**config.mk**
```make
export PLATFORM = sky130hd
export DESIGN_NAME = miss_replay_queue
export DESIGN_NICKNAME = d
export VERILOG_FILES = /design/src/rtl/miss_replay_queue.sv
export SDC_FILE = /design/constraint.sdc
export NUM_CORES = 2
export LEC_CHECK = 0
export BUFFER_PORTS_ARGS = -buffer_cell sky130_fd_sc_hd__clkbuf_2
export CORE_ASPECT_RATIO = 1.4
export CORE_MARGIN = 1
export CORE_UTILIZATION = 45
export CTS_BUF_LIST = sky130_fd_sc_hd__clkbuf_4 sky130_fd_sc_hd__clkbuf_8
export CTS_CLUSTER_DIAMETER = 80
export DETAILED_ROUTE_END_ITERATION = 10
export SLEW_MARGIN = 20
export SYNTH_ARGS = -nofsm -noshare
export SYNTH_HDL_FRONTEND = slang
export SYNTH_SLANG_ARGS = --single-unit
```
**constraint.sdc**
```tcl
create_clock -name clk -period 4.92 [get_ports clk]
set_input_delay 1.476 -clock clk [delete_from_list [all_inputs] [get_ports clk]]
set_output_delay 1.476 -clock clk [all_outputs]
set_load 0.05 [all_outputs]
```
**src/rtl/miss_replay_queue.sv**
```systemverilog
// Miss replay queue: records cache-miss addresses in arrival order and replays
// the recorded list on request through a valid/ready output stream.
module miss_replay_queue #(
  parameter int ADDR_W        = 10,
  parameter int DEPTH         = 256,
  parameter int DEDUP         = 1,
  parameter int CLR_ON_REPLAY = 0
) (
  input  logic                     clk,
  input  logic                     rst_n,
  input  logic                     miss_valid,
  input  logic [ADDR_W-1:0]        miss_addr,
  output logic                     miss_ready,
  input  logic                     replay_start,
  input  logic                     clear,
  output logic                     out_valid,
  output logic [ADDR_W-1:0]        out_addr,
  input  logic                     out_ready,
  output logic                     busy,
  output logic [$clog2(DEPTH):0]   count,
  output logic                     overflow
);

  localparam int IW = $clog2(DEPTH);
  localparam int CW = IW + 1;
  localparam logic [CW-1:0] FULL = CW'(DEPTH);

  typedef enum logic {IDLE, REPLAY} state_t;

  state_t            state, state_d;
  logic [1:0]        rst_sync;
  logic              rst_int_n;
  logic [ADDR_W-1:0] mem [DEPTH];
  logic [ADDR_W-1:0] last_addr;
  logic [CW-1:0]     rd_idx;
  logic [CW-1:0]     replay_len;
  logic [CW-1:0]     count_after_push;
  logic              push, dup, store, ovf_set;
  logic              start, load, finish;

  // Assertion reaches every flop at once; release waits two clock edges.
  always_ff @(posedge clk or negedge rst_n) begin
    if (!rst_n) rst_sync <= 2'b00;
    else        rst_sync <= {rst_sync[0], 1'b1};
  end
  assign rst_int_n = rst_sync[1];

  assign miss_ready       = (state == IDLE) && (count < FULL);
  assign busy             = (state == REPLAY);
  assign push             = miss_valid && miss_ready && !clear;
  assign dup              = (DEDUP != 0) && (count != '0) && (miss_addr == last_addr);
  assign store            = push && !dup;
  assign ovf_set          = miss_valid && (state == IDLE) && (count == FULL) && !clear;
  assign count_after_push = count + CW'(store);

  // NOTE: every signal written here gets a default first, so no path can
  // leave it unassigned and infer a latch.
  always_comb begin
    state_d = state;
    start   = 1'b0;
    load    = 1'b0;
    finish  = 1'b0;
    unique case (state)
      IDLE: begin
        if (replay_start && (count_after_push != '0)) begin
          start   = 1'b1;
          state_d = REPLAY;
        end
      end
      REPLAY: begin
        if (!out_valid) begin
          load = 1'b1;
        end else if (out_ready) begin
          if (rd_idx == replay_len) begin
            finish  = 1'b1;
            state_d = IDLE;
          end else begin
            load = 1'b1;
          end
        end
      end
      default: state_d = IDLE;
    endcase
    if (clear) begin
      state_d = IDLE;
      start   = 1'b0;
      load    = 1'b0;
      finish  = 1'b0;
    end
  end

  // NOTE: sequential state uses non-blocking assignments so every flop
  // samples the pre-edge values regardless of statement order.
  always_ff @(posedge clk or negedge rst_int_n) begin
    if (!rst_int_n) state <= IDLE;
    else            state <= state_d;
  end

  // NOTE: the storage array is deliberately not reset; count alone defines
  // which entries are meaningful, and resetting it would forbid RAM mapping.
  always_ff @(posedge clk) begin
    if (store) mem[count[IW-1:0]] <= miss_addr;
  end

  always_ff @(posedge clk or negedge rst_int_n) begin
    if (!rst_int_n) begin
      count      <= '0;
      overflow   <= 1'b0;
      out_valid  <= 1'b0;
      out_addr   <= '0;
      rd_idx     <= '0;
      replay_len <= '0;
      last_addr  <= '0;
    end else if (clear) begin
      count     <= '0;
      overflow  <= 1'b0;
      out_valid <= 1'b0;
    end else begin
      if (store) begin
        count     <= count_after_push;
        last_addr <= miss_addr;
      end
      if (ovf_set) overflow <= 1'b1;
      if (start) begin
        replay_len <= count_after_push;
        rd_idx     <= '0;
        out_valid  <= 1'b0;
      end
      // rd_idx < replay_len <= DEPTH whenever load is high, so the low bits
      // always form a valid array index.
      if (load) begin
        out_addr  <= mem[rd_idx[IW-1:0]];
        out_valid <= 1'b1;
        rd_idx    <= rd_idx + 1'b1;
      end
      if (finish) begin
        out_valid <= 1'b0;
        if (CLR_ON_REPLAY != 0) count <= '0;
      end
    end
  end

endmodule

```
==> Word-level counts from Yosys, hierarchy flattened <==
Memories as Yosys holds them, arrays and structs flattened. A register that Yosys moved wholly into a read port is not among the register bits.
Index checks and enable logic that the tools add are counted.
Widths: inputs -> output; s select.
{ "totals": {"n_memories": 1, "ram_bits": 2560, "in_bits": 16, "wordCells": 68, "register_bits": 42, "out_inout_bits": 23} }
{ "memory_table": {"columns": ["memory", "depth", "word_bits", "read_ports", "rd_clocked_by_memory_dff", "write_ports", "line", "text"], "rows": [
  ["mem", 256, 10, 1, 1, 1, "33", "logic [ADDR_W-1:0] mem [DEPTH];"]
]} }
{ "op_classes": {"n_bitwise": 2, "n_mux": 29, "order_cmp": 1, "n_reduce_logical": 22, "n_eq_ne": 3, "n_addsub": 2} }
{ "ops": {"columns": ["cell", "count"], "rows": [
  ["$mux 9", 4],
  ["$mux 1", 24],
  ["$reduce_bool 9->1", 2],
  ["$eq 10x10->1", 1],
  ["$add 9x1->9", 1],
  ["$add 9x1->9 const B", 1],
  ["$eq 9x9->1", 1],
  ["$eq 9x9->1 const B", 1],
  ["$logic_and 1x1->1", 9],
  ["$lt 9x9->1 const B", 1],
  ["$reduce_and 2->1", 4],
  ["$reduce_bool 2->1", 3],
  ["$reduce_bool 4->1", 1],
  ["$logic_not 1->1", 3],
  ["$not 1->1", 2],
  ["$pmux 1 s2", 1]
]} }

==> Longest topological paths before layout <==
{ "depth": {"depth_word": 15, "depth_mapped": 18, "ltp_nobuf": 13} }

==> Worst setup path before layout <==
Ideal clock, no wire load.
{ "synth_path": {"path_type": "flip-flop to flip-flop", "startpoint": "register count[4]", "endpoint": "register replay_len[6]", "path_buffers": 5, "required_time_ps": 4784, "path_stages_with_launch": 19, "arrival_time_ps": 4292, "path_slack_ps": 492, "setup_ps": 136, "period_less_slack_ps": 4428, "path_cell_list": "dfrtp_1 -> buf_2 -> or4_1 -> buf_2 -> nor4b_2 -> nor4_1 -> a21oi_2 -> clkbuf_1 -> ha_1 -> ha_1 -> clkbuf_1 -> nand4_1 -> xor2_1 -> a31o_2 -> a41oi_1 -> nand2_1 -> clkbuf_1 -> nand2_1 -> o21ai_0"} }
{ "synth_via": {"elab_chain_cells": 12, "elab_cells_between_ends": 15, "classes_between": "add/sub: 1; order compare: 1; mux: 3; reduce/logical: 10"} }
{ "synth_lines": {"columns": ["element", "line", "text"], "rows": [
  ["start: declaration", "20", "output logic [$clog2(DEPTH):0] count,"],
  ["start signal: assignment", "120", "count <= count_after_push;"],
  ["$lt 9x9->1", "48", "assign miss_ready = (state == IDLE) && (count < FULL);"],
  ["$logic_and 1x1->1", "48", null],
  ["$logic_and 1x1->1 (2 in a row)", "50", "assign push = miss_valid && miss_ready && !clear;"],
  ["$logic_and 1x1->1", "52", "assign store = push && !dup;"],
  ["$add 9x1->9 (*)", "54", "assign count_after_push = count + CW'(store);"],
  ["$reduce_bool 9->1", "65", "if (replay_start && (count_after_push != '0)) begin"],
  ["$logic_and 1x1->1", "65", null],
  ["$mux 1", "65", null],
  ["$mux 1", "63", "unique case (state)"],
  ["$mux 1", "84", "if (clear) begin"],
  ["$reduce_and 2->1 (no line)", null, null],
  ["end signal: assignment", "125", "replay_len <= count_after_push;"],
  ["end: declaration", "36", "logic [CW-1:0] replay_len;"]
]} }
Mark *: on every way between the ends. The rest lies on a longest branch, timed or not.
A chain may end at the register's enable or synchronous reset.

==> Worst setup path after layout <==
{ "layout_path": {"startpoint": "register count[3]", "endpoint": "memory mem[0][1], enable pin"} }
{ "layout_via": {"elab_chain_cells": 7, "elab_cells_between_ends": 10, "classes_between": "order compare: 1; mux: 2; reduce/logical: 7"} }
{ "layout_lines": {"columns": ["element", "line", "text"], "rows": [
  ["$lt 9x9->1", "48", null],
  ["$logic_and 1x1->1", "48", null],
  ["$logic_and 1x1->1 (2 in a row)", "50", null],
  ["$logic_and 1x1->1", "52", null],
  ["$mux 1", "102", "if (store) mem[count[IW-1:0]] <= miss_addr;"],
  ["$mux 1 (not written as such)", "102", null],
  ["end: declaration", "33", null]
]} }
Parallel ways exist; a longest one is shown, timed or not.

==> impl_results.md <==
* Result of the run: complete, no violations
* Gp weighted congestion at ~0.89
* Core Area at ~220000 sq um
* Int Power at around 38000 uW
* Area growth, synth to finish at 13.7%
* Area contributors post-synth: edfxtp_1 76%, mux4_2 12%, mux2i_1 2.0%
* Setup TNS Final at 0 ps
* Final Critical Period at about 4400 ps
* H-tree levels at 5
* RSZ-0062 raised after global routing: no
* Reg power frac at 47.3%
* Crit path largest cell delay at between 600 and 700 ps
* CTS tree: yes
* Tot Pwr at 52500 uW
* Top cell type's share of synthesized area at about three quarters
* Vias/cell at about 6
* Share of post-route cells with drive strength above 1 at 29.8%
* FP Rows at 205
* Leak Pwr at between 0.03 and 0.04 uW
* GRT met1 Usage at between 30% and 40%
* Buffers & Inverters on Critical Path at 4
* Post-Synth Adder-Cell Area at less than 1%
* Post-CTS Resized at 0
* Synth unique cells at 59
* Final setup violation count at 0
* Sw frac at between 20% and 30%
* Dpl cells at 7883
* Die extent in y at around 560 um
* Detail Placement HPWL at about 170000 um
* GR Util All Layers at around 24%
* Number of remaining DRC errors at 0
* Flops & latches, synth at 2612
* Worst-Margin Slew at around 1300 ps
* Worst relative slew slack at ~14%
* Final Max Tran Viols at 0
* Die width at 402 um
* Crit end category: register
* Psw at 14200 uW
* WL/cell at between 30 and 40 um
* FILL cells at ~17000
* Util after Layout at between 50% and 60%
* Clock Pin Slew Worst Setup and Hold Paths at approximately 60 ps
* Cell Area, Synth at 101000 sq um
* Postcts setup bufs at 0
* First-pass GRT wire length at between 300000 and 400000 um
* WS Path Type: reg -> reg
* Commonest non-fill, non-tap cell in the layout: edfxtp_1
* Final Hold Viols at 0
* Period utilisation layout at around nine tenths
* Final worst slack at 553 ps
* Worst setup SP type: register
* Number of enable flip-flop cells after synthesis at 2560
* Post-synthesis sequential area ratio at 77.5%
* Combinational Power Share at between 20% and 30%
* Met3 usage at around 3.9%
* Syn_area_per_cell at approximately 21 sq um
* Initial drt markers at around 5500
* Fmax achieved at between 200 and 250 MHz
* Clk sink count at 2612
* Final std cells w/o fill at ~8600
* Ys flop type: edfxtp_1
* Crit-path max FO at 10
* Initial antenna violation count at 10
* Worst hold path class: in -> async
* Clk_skew at 83.8 ps
* Max VDD drop at around 0.30 mV
* Most frequent CP cell: buf_4
* Clock power share at 32.6%
* Initial DRT Pass Iterations at 6
* Io pins at 39
* Busiest layer in global routing: met2
* Post-route ant nets at 0
* GR Util met2 at between 40% and 50%
* Crit-path cells: nor2_1 > nor4b_2 > nor4_1 > buf_4 > a21oi_2 > buf_4 > nor3b_2 > buf_4 > nand2_2 > buf_4 > nor2_1
* Mux share of post-synthesis cell area at approximately 15%
* Largest net degree at the start of global routing at 176
* Biggest area consumer among synthesized cells: edfxtp_1
* Port bufs at 38
* Starting Density at a little under half
* Share of synthesized flip-flops with an asynchronous set or reset at roughly 2.0%
* Clk_lat worst skew at about 990 ps
* CTS Buf Count at between 300 and 400
* Max-cap check violation count at 0
* Layout net count at roughly 5400
* Syn nets at around 4800
* Yosys warning count at 0
* Post-synthesis compound-gate area fraction at ~3.5%
* Largest family of logic cells by synthesized area: multiplexers
* Pre-CTS WS at 129 ps
* Critical path arrival at roughly 5000 ps
* Syn Inst Count at 4822
* Vias in the first global route at ~53000
* Slowest-stage cell, CP: nor2_1
* Synth Area in XOR/XNOR at less than 1%
* CP top delay family: simple AND/OR/NAND/NOR gates
* PwrDens at between 400 and 500 nW/um^2
* Cts hold-fix bufs at 0
* WL final at 276000 um
* Most frequent cells in the layout: 2560 x edfxtp_1, 557 x mux4_2, 392 x clkbuf_8, 381 x buf_4, 281 x nor2_1
* GRT Residual Overflow at 0
* Area fraction in and, or, nand and nor cells after synthesis at between 2 and 3%
* Critical Path RT at around 5500 ps
* CTS Buffer Depth at 4
* Die area at about 230000 sq um
* Root buf cell: clkbuf_8
* Via Count at a little over 50000
[cells by family after synthesis]
family / after synthesis
other: 1
adder cells (fa/ha/maj): 3
flip-flops: 2612
buffers and inverters: 306
XOR/XNOR: 32
AND/OR/NAND/NOR: 561
multiplexers: 794
AO/OA/AOI/OAI: 513
[metal layers]
| layer | vias up | wire length, um |
|---|---|---|
| met5 | - | 13 |
| met3 | 491 | 19800 |
| met1 | 27400 | 101000 |
| met2 | 2202 | 142000 |
| met4 | 2 | 12500 |
| li1 | 21300 | - |
[Yosys cell counts (44+ instances only)]
library cell,number
a21oi_1,108
a221oi_1,47
a22oi_1,136
buf_2,98
clkbuf_1,147
dfrtp_1,52
edfxtp_1,2560
mux2i_1,198
mux4_2,557
nand2_1,98
nand4_1,44
nor2_1,286
o21ai_0,78
o221ai_1,53
[path summary, 6_finish.rpt]
check	cells after the start	to	slack (ps)	startpoint
hold / removal	1	rst_sync[0]	300	rst_n
min in group clk	0	rst_sync[1]	350	rst_sync[0]
hold reg to reg	0	rst_sync[1]	350	rst_sync[0]
setup reg to reg	11	mem[0][1]	550	count[3]
setup / recovery	11	mem[0][1]	550	count[3]
max in group asynchronous	1	rd_idx[1]	3860	rst_sync[1]
[registers in the layout (all words and copies together) (netlist names)]
name	cells
count	9
rd_idx	9
overflow	1
rst_sync	2
mem	2560
out_addr	10
busy	1
last_addr	10
replay_len	9
out_valid	1
[metrics by stage]
step	cell area [sq um]	hold slack, ps
finish	115000	304
floorplan	101000	331
global placement	107000	339
global route	115000	259
detailed placement	107000	343
CTS	115000	221
[power groups by stage]
stage | logic (uW) | registers, uW | clock network (uW)
global route | 11000 | 24800 | 18300
floorplan | 6980 | 25200 | 0
detailed placement | 10700 | 25300 | 0
finish | 10500 | 24800 | 17100
CTS | 10700 | 24800 | 17400
global placement | 10700 | 25300 | 0
[cell type report]
cell class / count / area [sq um] / share of cell area (%)
Multi-Input combinational cell: 1904 / 21500 / 18.7
Timing Repair Buffer: 464 / 4050 / 3.53
Clock inverter: 174 / 1140 / 0.998
Inverter: 5 / 21.3 / 0.0185
Clock buffer: 502 / 6210 / 5.42
Sequential cell: 2612 / 78200 / 68.1
Antenna cell: 7 / 17.5 / 0.0153
Tap cell: 2898 / 3630 / 3.16
[worst register-to-register path: cells and delay by family (launching register included)]
kind	cells	cell delay [ps]
buf+inv	4	920
flops	1	380
simple gates	6	2520
compound gates	1	150
Power figures use the tool's default switching activity.
